==> src/rtl/bcd_entry_ctrl_if.sv <==
// rtl/bcd_entry_ctrl_if.sv - operator digit/button inputs and validated count outputs
interface bcd_entry_ctrl_if;
  logic [3:0] digitIn;
  logic       enterKey;
  logic       clearKey;
  logic [3:0] highBCD;
  logic [3:0] lowBCD;
  logic       readyToInput;
  logic       entryErr;
  logic [1:0] entryStage;

  modport master (
    output digitIn, enterKey, clearKey,
    input  highBCD, lowBCD, readyToInput, entryErr, entryStage
  );

  modport slave (
    input  digitIn, enterKey, clearKey,
    output highBCD, lowBCD, readyToInput, entryErr, entryStage
  );
endinterface

==> src/rtl/bcd_entry_ctrl.sv <==
// rtl/bcd_entry_ctrl.sv - debounced two-digit BCD entry with range check and lock
module bcd_entry_ctrl #(
  parameter int DB_CYCLES = 1000000,
  parameter int DB_WIDTH  = 20,
  parameter int MAX_TABS  = 50
) (
  input  logic            origCP,
  input  logic            reset,
  bcd_entry_ctrl_if.slave bus
);

  typedef enum logic [1:0] {
    WAIT_HIGH = 2'd0,
    WAIT_LOW  = 2'd1,
    CHECK     = 2'd2,
    LOCKED    = 2'd3
  } state_e;

  localparam logic [DB_WIDTH-1:0] DB_LAST = DB_WIDTH'(DB_CYCLES - 1);
  localparam logic [6:0]          MAX_V   = 7'(MAX_TABS);

  logic [3:0]          dig_s1_q, dig_s2_q;
  logic [1:0]          key_raw;
  logic [1:0]          key_s1_q, key_s2_q;
  logic [1:0]          db_q, db_prev_q, press_q;
  logic [DB_WIDTH-1:0] cnt_q [2];
  logic                enter_p, clear_p;

  // Bit 0 is the enter key, bit 1 the clear key.
  assign key_raw = {bus.clearKey, bus.enterKey};
  assign enter_p = press_q[0];
  assign clear_p = press_q[1];

  // The counter measures how long the synchronised level has disagreed with
  // the debounced level; any return to agreement restarts it.
  always_ff @(posedge origCP or negedge reset) begin
    if (!reset) begin
      dig_s1_q  <= '0;
      dig_s2_q  <= '0;
      key_s1_q  <= '0;
      key_s2_q  <= '0;
      db_q      <= '0;
      db_prev_q <= '0;
      press_q   <= '0;
      for (int i = 0; i < 2; i++) cnt_q[i] <= '0;
    end else begin
      dig_s1_q  <= bus.digitIn;
      dig_s2_q  <= dig_s1_q;
      key_s1_q  <= key_raw;
      key_s2_q  <= key_s1_q;
      db_prev_q <= db_q;
      press_q   <= db_q & ~db_prev_q;
      for (int i = 0; i < 2; i++) begin
        if (key_s2_q[i] == db_q[i]) begin
          cnt_q[i] <= '0;
        end else if (cnt_q[i] == DB_LAST) begin
          db_q[i]  <= key_s2_q[i];
          cnt_q[i] <= '0;
        end else begin
          cnt_q[i] <= cnt_q[i] + 1'b1;
        end
      end
    end
  end

  state_e     state_q, state_d;
  logic [3:0] high_q, high_d, low_q, low_d;
  logic       ready_q, ready_d, err_q, err_d;
  logic [6:0] value;

  assign value = {3'b000, high_q} * 7'd10 + {3'b000, low_q};

  always_ff @(posedge origCP or negedge reset) begin
    if (!reset) begin
      state_q <= WAIT_HIGH;
      high_q  <= '0;
      low_q   <= '0;
      ready_q <= 1'b0;
      err_q   <= 1'b0;
    end else begin
      state_q <= state_d;
      high_q  <= high_d;
      low_q   <= low_d;
      ready_q <= ready_d;
      err_q   <= err_d;
    end
  end

  always_comb begin
    state_d = state_q;
    high_d  = high_q;
    low_d   = low_q;
    ready_d = ready_q;
    err_d   = err_q;
    if (clear_p) begin
      state_d = WAIT_HIGH;
      high_d  = '0;
      low_d   = '0;
      ready_d = 1'b0;
      err_d   = 1'b0;
    end else begin
      case (state_q)
        WAIT_HIGH: if (enter_p) begin
          if (dig_s2_q > 4'd9) begin
            err_d = 1'b1;
          end else begin
            high_d  = dig_s2_q;
            err_d   = 1'b0;
            state_d = WAIT_LOW;
          end
        end
        WAIT_LOW: if (enter_p) begin
          if (dig_s2_q > 4'd9) begin
            err_d = 1'b1;
          end else begin
            low_d   = dig_s2_q;
            state_d = CHECK;
          end
        end
        CHECK: begin
          if (value == 7'd0 || value > MAX_V) begin
            err_d   = 1'b1;
            high_d  = '0;
            low_d   = '0;
            state_d = WAIT_HIGH;
          end else begin
            ready_d = 1'b1;
            state_d = LOCKED;
          end
        end
        LOCKED: ;
        default: state_d = WAIT_HIGH;
      endcase
    end
  end

  assign bus.highBCD      = high_q;
  assign bus.lowBCD       = low_q;
  assign bus.readyToInput = ready_q;
  assign bus.entryErr     = err_q;
  assign bus.entryStage   = state_q;

endmodule
==> src/flat_wrapper.sv <==
// flat-port wrapper written by rule: the top's interface ports become plain ports
module bcd_entry_ctrl_flat 
#(
  parameter int DB_CYCLES = 1000000,
  parameter int DB_WIDTH  = 20,
  parameter int MAX_TABS  = 50
)
  (origCP, reset, bus_digitIn, bus_enterKey, bus_clearKey, bus_highBCD, bus_lowBCD, bus_readyToInput, bus_entryErr, bus_entryStage);
  bcd_entry_ctrl_if bus_i ();
  input  logic origCP;
  input  logic reset;
  input wire logic [$bits(bus_i.digitIn)-1:0] bus_digitIn;
  input wire logic [$bits(bus_i.enterKey)-1:0] bus_enterKey;
  input wire logic [$bits(bus_i.clearKey)-1:0] bus_clearKey;
  output wire logic [$bits(bus_i.highBCD)-1:0] bus_highBCD;
  output wire logic [$bits(bus_i.lowBCD)-1:0] bus_lowBCD;
  output wire logic [$bits(bus_i.readyToInput)-1:0] bus_readyToInput;
  output wire logic [$bits(bus_i.entryErr)-1:0] bus_entryErr;
  output wire logic [$bits(bus_i.entryStage)-1:0] bus_entryStage;
  assign bus_i.digitIn = bus_digitIn;
  assign bus_i.enterKey = bus_enterKey;
  assign bus_i.clearKey = bus_clearKey;
  assign bus_highBCD = bus_i.highBCD;
  assign bus_lowBCD = bus_i.lowBCD;
  assign bus_readyToInput = bus_i.readyToInput;
  assign bus_entryErr = bus_i.entryErr;
  assign bus_entryStage = bus_i.entryStage;
  bcd_entry_ctrl #(.DB_CYCLES(DB_CYCLES), .DB_WIDTH(DB_WIDTH), .MAX_TABS(MAX_TABS)) u_core (.origCP(origCP), .reset(reset), .bus(bus_i));
endmodule
==> config.mk <==
export PLATFORM = sky130hd
export DESIGN_NAME = bcd_entry_ctrl_flat
export DESIGN_NICKNAME = d
export VERILOG_FILES = /design/src/rtl/bcd_entry_ctrl_if.sv /design/src/rtl/bcd_entry_ctrl.sv /design/src/flat_wrapper.sv
export SDC_FILE = /design/constraint.sdc
export NUM_CORES = 1
export LEC_CHECK = 0
export BUFFER_PORTS_ARGS = -buffer_cell sky130_fd_sc_hd__buf_2
export CAP_MARGIN = 25
export CORE_MARGIN = 5
export CORE_UTILIZATION = 42
export DETAILED_ROUTE_END_ITERATION = 6
export SLEW_MARGIN = 20
export SYNTH_ARGS = -nofsm -noshare
export SYNTH_HDL_FRONTEND = slang
export SYNTH_SLANG_ARGS = --single-unit
export TNS_END_PERCENT = 5
==> constraint.sdc <==
create_clock -name origCP -period 6.9 [get_ports origCP]
set_input_delay 0.69 -clock origCP [delete_from_list [all_inputs] [get_ports origCP]]
set_output_delay 0.69 -clock origCP [all_outputs]
set_load 0.01 [all_outputs]
==> impl_metrics.py, run 1 <==
metrics = {
    "status": {
        "status": "finished, final reports clean",
    },
    "cts": {
        "cts_tree": "done",
        "cts-resized-gates": 0,
        "postCtsSetupBuffers": 0,
        "clk_path_buf_depth": 2,
        "hold_buffers": 0,
        "cts_max_level": 3,
        "clock_latency_ns": 0.34,
        "clock-sinks": 70,
        "cts_made_buffers": 9,
        "cts_root_buf": "clkbuf_8",
        "clkSlewWorstSetupHoldPaths_ns": 0.07,
    },
    "worst_setup_path": {
        "worstPathMaxFanout": 6,
        "worstPathArrival_ns": 3.13,
        "crit_chain": "ha_1 > ha_1 > inv_1 > fa_1 > nand2b_1 > o2bb2ai_1 > o2111a_2 > nor3_2 > o311a_1",
        "worst_ep_required_time_ns": 7.12,
        "path_common_cell": "ha_1",
        "worst-setup-path-type": "flop to flop",
        "cpPeakStageDelay_ns": 0.46,
        "cpMaxStageDelayCell": "dfrtp_1",
        "cp-start-kind": "flop",
        "end_kind": "flop",
    },
    "routing": {
        "num_vias": 2449,
        "viasPerCell": 5.23,
        "drc": 0,
        "first_pass_iters": 4,
        "routed_wl_mm": 6.55,
        "post_drt_wl_per_cell_um": 14.0,
        "ant_nets": 0,
        "first_iter_violations": 76,
    },
    "floorplan": {
        "dieArea_um2": 10200,
        "core_area_um2": 8130,
        "start_util": 0.429,
        "num_rows": 33,
        "die_w_um": 101,
        "die_h_um": 101,
        "pin_count": 20,
    },
    "yosys": {
        "yosysTopAreaCellShare": 0.502,
        "yosys.cell_types.count": 50,
        "synthTopCellsByArea": "dfrtp_1 (50%), xor2_1 (7.8%), nor2_1 (6.5%)",
        "synth_seq_area_share": 0.502,
        "yosysTopAreaCell": "dfrtp_1",
        "synth-main-ff-cell": "dfrtp_1",
        "syn_nets": 358,
        "synth_edf_count": 0,
        "synth.ff_latch_count": 70,
        "synthArstFlopShare": 1.00,
        "synth_warnings": 0,
        "syn_area_per_cell_um2": 10.3,
        "syn_inst": 337,
        "synth.cell_area_um2": 3490,
    },
    "power": {
        "p_total_uw": 713,
        "clockPowerShare": 0.379,
        "switching_share": 0.229,
        "p_switching_uw": 163,
        "p_int_uw": 550,
        "p_leak_uw": 0.00172,
        "p_comb_frac": 0.029,
        "vdd_ir_drop_max_mv": 0.0977,
        "p_seq_frac": 0.592,
        "p_per_area_nw_per_um2": 186,
    },
    "place": {
        "dp_slack_ns": 4.00,
        "dp_hpwl_mm": 4.53,
        "place_inst": 453,
        "gp_congestion": 0.871,
        "portBuffers": 19,
        "place_area_um2": 3680,
    },
    "timing": {
        "period_needed_ns": 2.90,
        "finClkSkew_ns": 0.0123,
        "fin_crit_sh": 0.421,
        "setup_viol": 0,
        "tightest_slew_ns": 0.865,
        "tns_ns": 0,
        "max_freq_mhz": 344,
        "final_max_slew_viol_count": 0,
        "rsz0062_at_grt": "false",
        "worst_slack_ns": 4.00,
        "relSlewSlack": 0.423,
        "hold_viol": 0,
    },
    "global_routing": {
        "grt_start_max_net_pins": 71,
        "grt_first_pass_wirelength_mm": 11.7,
        "grt-ovfl-total": 0,
        "grt_usage": 0.142,
        "grt_pass1_vias": 2565,
        "antenna_found_initial": 0,
    },
    "flow_run": {
        "maxCapViolations": 0,
    },
    "final_layout": {
        "drive_gt1_frac": 0.121,
        "instances_no_fill": 468,
        "area_delta_synth_final_pct": 9.90,
        "fin_nets": 380,
        "diodes": 0,
        "fin_area_um2": 3830,
    },
    "worst_hold_path": {
        "hold_path.class": "flop to flop",
    },
}
-- power groups by stage --
stage                     logic (uW)  registers [uW]  clock network [uW]
final                           20.8             422                 270
after floorplan                 9.58             429                   0
after global routing            25.3             423                 296
after global placement          21.6             430                   0
after CTS                       21.9             422                 278
after detailed placement        21.9             430                   0
-- flip-flops by register name (all words and copies together) (netlist names), 4 cells and up --
| signal | cells |
|---|---|
| u_core.dig_s1_q | 4 |
| u_core.dig_s2_q | 4 |
| u_core.cnt_q | 40 |
| u_core.bus.highBCD | 4 |
| u_core.bus.lowBCD | 4 |
-- critical path: cells and delay by family (launching register included) --
family          cells  cell delay (ns)
simple gates        2             0.25
compound gates      3             1.08
fa+ha+maj           3             0.94
flops               1             0.46
buf+inv             1             0.06
-- per-layer routing --
metal | track usage | part of all wire | up-vias
met4 | 0.0706 | 0.024 | 0
met3 | 0.0284 | 0.027 | 16
met5 | 0 | 0 | -
li1 | - | - | 1221
met1 | 0.191 | 0.50 | 1183
met2 | 0.219 | 0.45 | 29
-- logic make-up after synthesis --
family | share of synthesized area
flip-flops | 0.502
AND/OR/NAND/NOR | 0.213
AO/OA/AOI/OAI | 0.100
XOR/XNOR | 0.0980
buffers and inverters | 0.0226
adder cells (fa/ha/maj) | 0.0510
multiplexers | 0.0126
-- cells in the mapped netlist (all sizes together) (2+ instances only) --
cell and number:
clkbuf 6, o2bb2ai 5, fa 2, nor2 60, nor3 2, dfrtp 70, nor4 3, and3 11
inv 11, a21boi 3, a21oi 9, a211oi 3, xnor2 8, nor2b 3, buf 3, nor4b 2
a32oi 4, nand2 17, mux2 3, ha 11, nand3 21, nand4 12, nand2b 8, xor2 31
o21a 2, or2 3, o21ai 3, and4 3
-- metrics by stage --
step	util	hold WS (ns)
floorplan	-	0.331
global placement	0.453	0.332
detailed placement	0.453	0.335
CTS	0.471	0.345
global route	0.471	0.354
finish	0.471	0.345
-- area by class of cell --
type | count | area (um^2)
fill | 790 | 4300
multi-input combinational | 247 | 1660
inverter | 11 | 41.3
clock inverter | 2 | 10.0
clock buffer | 13 | 139
timing repair buffer | 20 | 103
sequential | 70 | 1750
tap | 105 | 131
-- final timing paths --
| check | from | to | slack [ns] | cells past startpoint |
|---|---|---|---|---|
| max in group asynchronous | reset | u_core.cnt_q[37]$_DFF_PN0_ | 5.78 | 2 |
| min reg2reg | u_core.dig_s1_q[1]$_DFF_PN0_ | u_core.dig_s2_q[1]$_DFF_PN0_ | 0.35 | 0 |
| max reg2reg | u_core.bus.highBCD[1]$_DFFE_PN0P_ | u_core.bus.highBCD[0]$_DFFE_PN0P_ | 4.00 | 9 |
| min | u_core.dig_s1_q[1]$_DFF_PN0_ | u_core.dig_s2_q[1]$_DFF_PN0_ | 0.35 | 0 |
| min in group asynchronous | reset | u_core.cnt_q[11]$_DFF_PN0_ | 0.53 | 2 |
| max | u_core.bus.highBCD[1]$_DFFE_PN0P_ | u_core.bus.highBCD[0]$_DFFE_PN0P_ | 4.00 | 9 |
-- cells in the final DEF, fill, tap and decap left out, types with 4 or more instances in the layout --
cell        n
buf_2      19
nor2_1     60
xnor2_1     8
clkbuf_8    9
dfrtp_1    70
and3_1     11
a21oi_1     9
nand3_1    21
xor2_1     31
a32oi_1     4
nand2b_1    8
nand4_1    12
ha_1       11
o2bb2ai_1   5
inv_1      11
clkbuf_1    4
nand2_1    17
Note: power is estimated with default switching activity, not from simulation.
==> inputs of run 2 (changes only) <==
clock period = 2.4 ns   (was 6.9 ns; I/O delays follow)
==> run 2 against run 1 <==
The flow now finishes with violations (negative setup slack). Global-route usage rose by 0.11 points. Power rose to 3.3 times the previous value. Clock skew rose by 0.0044 ns. Fmax rose by 14%. Worst hold slack got worse by 0.31 ns. Die area did not move. Via count rose by 5.8%. Combinational power rose to 3.4 times the previous value. Clock power rose to 4.0 times the previous value. Sequential share of layout area fell by 3.8 points. Flip-flop and latch count did not move. First-iteration DRC count rose by 12%. Largest cell class unchanged.
==> impl_metrics.py, run 2 (same netlist as run 1, synthesis figures left out) <==
metrics = {
    "status": {
        "status": "complete, but fails checks",
        "violations": "negative setup slack",
    },
    "global_routing": {
        "grt_usage": 0.143,
        "grt_start_max_net_pins": 71,
        "use_met1": 0.197,
        "grt_pass1_vias": 2548,
        "grt-ovfl-total": 0,
        "antenna_found_initial": 0,
        "grt_first_pass_wirelength_mm": 11.8,
        "grt_use_met3": 0.0318,
        "grt.busiest_layer": "met2",
        "met2_usage": 0.220,
    },
    "worst_setup_path": {
        "cpMaxStageDelayCell": "fa_1",
        "crit_chain": "ha_4 > ha_4 > inv_2 > fa_1 > nand2b_4 > a21oi_4 > mux2_4 > a311o_1 > o211a_1",
        "ff2ff_setup_slack_ns": -0.15,
        "path_common_cell": "ha_4",
        "cpPeakStageDelay_ns": 0.44,
        "worst_ep_required_time_ns": 2.63,
        "cp_num_buf_inv": 1,
        "worstPathMaxFanout": 3,
        "worstPathArrival_ns": 2.78,
        "end_kind": "flop",
        "cp-start-kind": "flop",
        "timing.rr.end": "u_core.bus.entryErr$_DFFE_PN0P_",
        "rr_worst_depth": 9,
        "r2r_start": "u_core.bus.highBCD[3]$_DFFE_PN0P_",
        "crit_family": "adder cells",
        "worst-setup-path-type": "flop to flop",
    },
    "power": {
        "p_per_area_nw_per_um2": 562,
        "p_leak_uw": 0.00188,
        "vdd_ir_drop_max_mv": 0.338,
    },
    "floorplan": {
        "die_h_um": 101,
        "dieArea_um2": 10200,
        "num_rows": 33,
        "core_area_um2": 8130,
        "die_w_um": 101,
        "start_util": 0.429,
        "pin_count": 20,
    },
    "place": {
        "dp_hpwl_mm": 4.60,
        "gp_congestion": 0.832,
        "dp_slack_ns": -0.185,
        "portBuffers": 19,
    },
    "final_layout": {
        "area_delta_synth_final_pct": 20.0,
        "largest_register_ffs": 40,
        "final_common_cell": "dfrtp_1",
        "final_cell_mix": "dfrtp_1 (68), nor2_1 (60), xor2_1 (31)",
        "fill_cells": 728,
        "drive_gt1_frac": 0.197,
        "largest_register": "u_core.cnt_q",
        "diodes": 0,
        "fin_nets": 402,
    },
    "cts": {
        "clkSlewWorstSetupHoldPaths_ns": 0.09,
        "cts_tree": "done",
        "clock_latency_ns": 0.35,
        "clk_path_buf_depth": 2,
        "clock-sinks": 70,
        "cts_root_buf": "clkbuf_8",
        "cts_made_buffers": 9,
        "cts_max_level": 3,
    },
    "worst_hold_path": {
        "hold_depth": 1,
        "hold_path.class": "input port to flop",
        "whs_endpoint": "u_core.dig_s1_q[0]$_DFF_PN0_",
        "hp-start": "bus_digitIn[0]",
    },
    "timing": {
        "setup_viol": 10,
        "finClkSkew_ns": 0.0167,
        "max_freq_mhz": 391,
        "tightest_slew_ns": 0.509,
        "fin_crit_sh": 1.06,
        "worst_slack_ns": -0.155,
        "period_needed_ns": 2.55,
        "fin_hold_ws_ns": 0.0385,
        "hold_viol": 0,
        "relSlewSlack": 0.658,
        "rsz0062_at_grt": "true",
        "final_max_slew_viol_count": 0,
    },
    "routing": {
        "ant_nets": 0,
        "first_iter_violations": 85,
        "drc": 0,
        "routed_wl_mm": 6.71,
        "first_pass_iters": 4,
        "num_vias": 2590,
        "viasPerCell": 5.27,
        "post_drt_wl_per_cell_um": 13.7,
    },
    "flow_run": {
        "maxCapViolations": 0,
    },
}
## run 2: cell count changes in the layout (fill, tap and decap cells not counted), moves of 2 or more
| cell | before | now |
|---|---|---|
| ha_1 | 11 | 9 |
| dfrtp_1 | 70 | 68 |
| buf_4 | 1 | 16 |
| dfrtp_2 | 0 | 2 |
| dlygate4sd3_1 | 0 | 6 |
| a21oi_1 | 9 | 7 |
| bufinv_16 | 0 | 2 |
| ha_4 | 0 | 2 |
| clkbuf_1 | 4 | 1 |
## run 2: final cells by class
cell class                      count  area [um^2]  area share
Inverter                           11         41.3     0.00987
Timing Repair Buffer               42          295      0.0706
Sequential cell                    70         1750       0.419
Multi-Input combinational cell    247         1740       0.416
Clock buffer                       11          141      0.0338
Tap cell                          105          131      0.0314
Clock inverter                      5         81.3      0.0194
## run 2: timing repair
action | CTS | global route
hold buffers | 6 | 0
gates resized for setup | 3 | 5
hold endpoints to repair | 75 | 0
buffers inserted | 0 | 0
setup endpoints to repair | 12 | 12
## run 2: worst max-delay path by stage
stage | start | end | slack, ns | cells after the start
5_1_grt | u_core.bus.highBCD[3]$_DFFE_PN0P_ | u_core.bus.entryErr$_DFFE_PN0P_ | -0.26 | 9
3_3_place_gp | u_core.bus.highBCD[1]$_DFFE_PN0P_ | u_core.bus.highBCD[0]$_DFFE_PN0P_ | -0.13 | 9
2_1_floorplan | u_core.bus.highBCD[1]$_DFFE_PN0P_ | u_core.bus.entryErr$_DFFE_PN0P_ | -0.13 | 9
4_1_cts | u_core.bus.highBCD[3]$_DFFE_PN0P_ | u_core.bus.entryErr$_DFFE_PN0P_ | -0.18 | 9
6_report | u_core.bus.highBCD[3]$_DFFE_PN0P_ | u_core.bus.entryErr$_DFFE_PN0P_ | -0.15 | 9
3_5_place_dp | u_core.bus.highBCD[1]$_DFFE_PN0P_ | u_core.bus.entryErr$_DFFE_PN0P_ | -0.19 | 9
## run 2: per-layer routing
| metal | wire (um) | up-vias |
|---|---|---|
| li1 | - | 1271 |
| met1 | 3370 | 1277 |
| met2 | 3050 | 35 |
| met3 | 215 | 7 |
| met4 | 74 | 0 |
| met5 | 0 | - |
## run 2: per-stage QoR
step	TNS, ns	cells	utilization	total power [uW]	area, um^2
5_1_grt	-2.20	491	0.515	2440	4190
2_1_floorplan	-0.660	337	-	1260	3530
4_1_cts	-1.24	491	0.512	2380	4160
3_5_place_dp	-1.31	469	0.475	1300	3860
3_3_place_gp	-0.816	469	0.475	1300	3860
6_report	-0.675	491	0.515	2350	4190
## run 2: report_power, final
| group | switching [uW] | internal (uW) |
|---|---|---|
| Sequential | 17.2 | 1200 |
| Clock | 451 | 616 |
| Combinational | 45.5 | 25.6 |
| Total | 513 | 1840 |
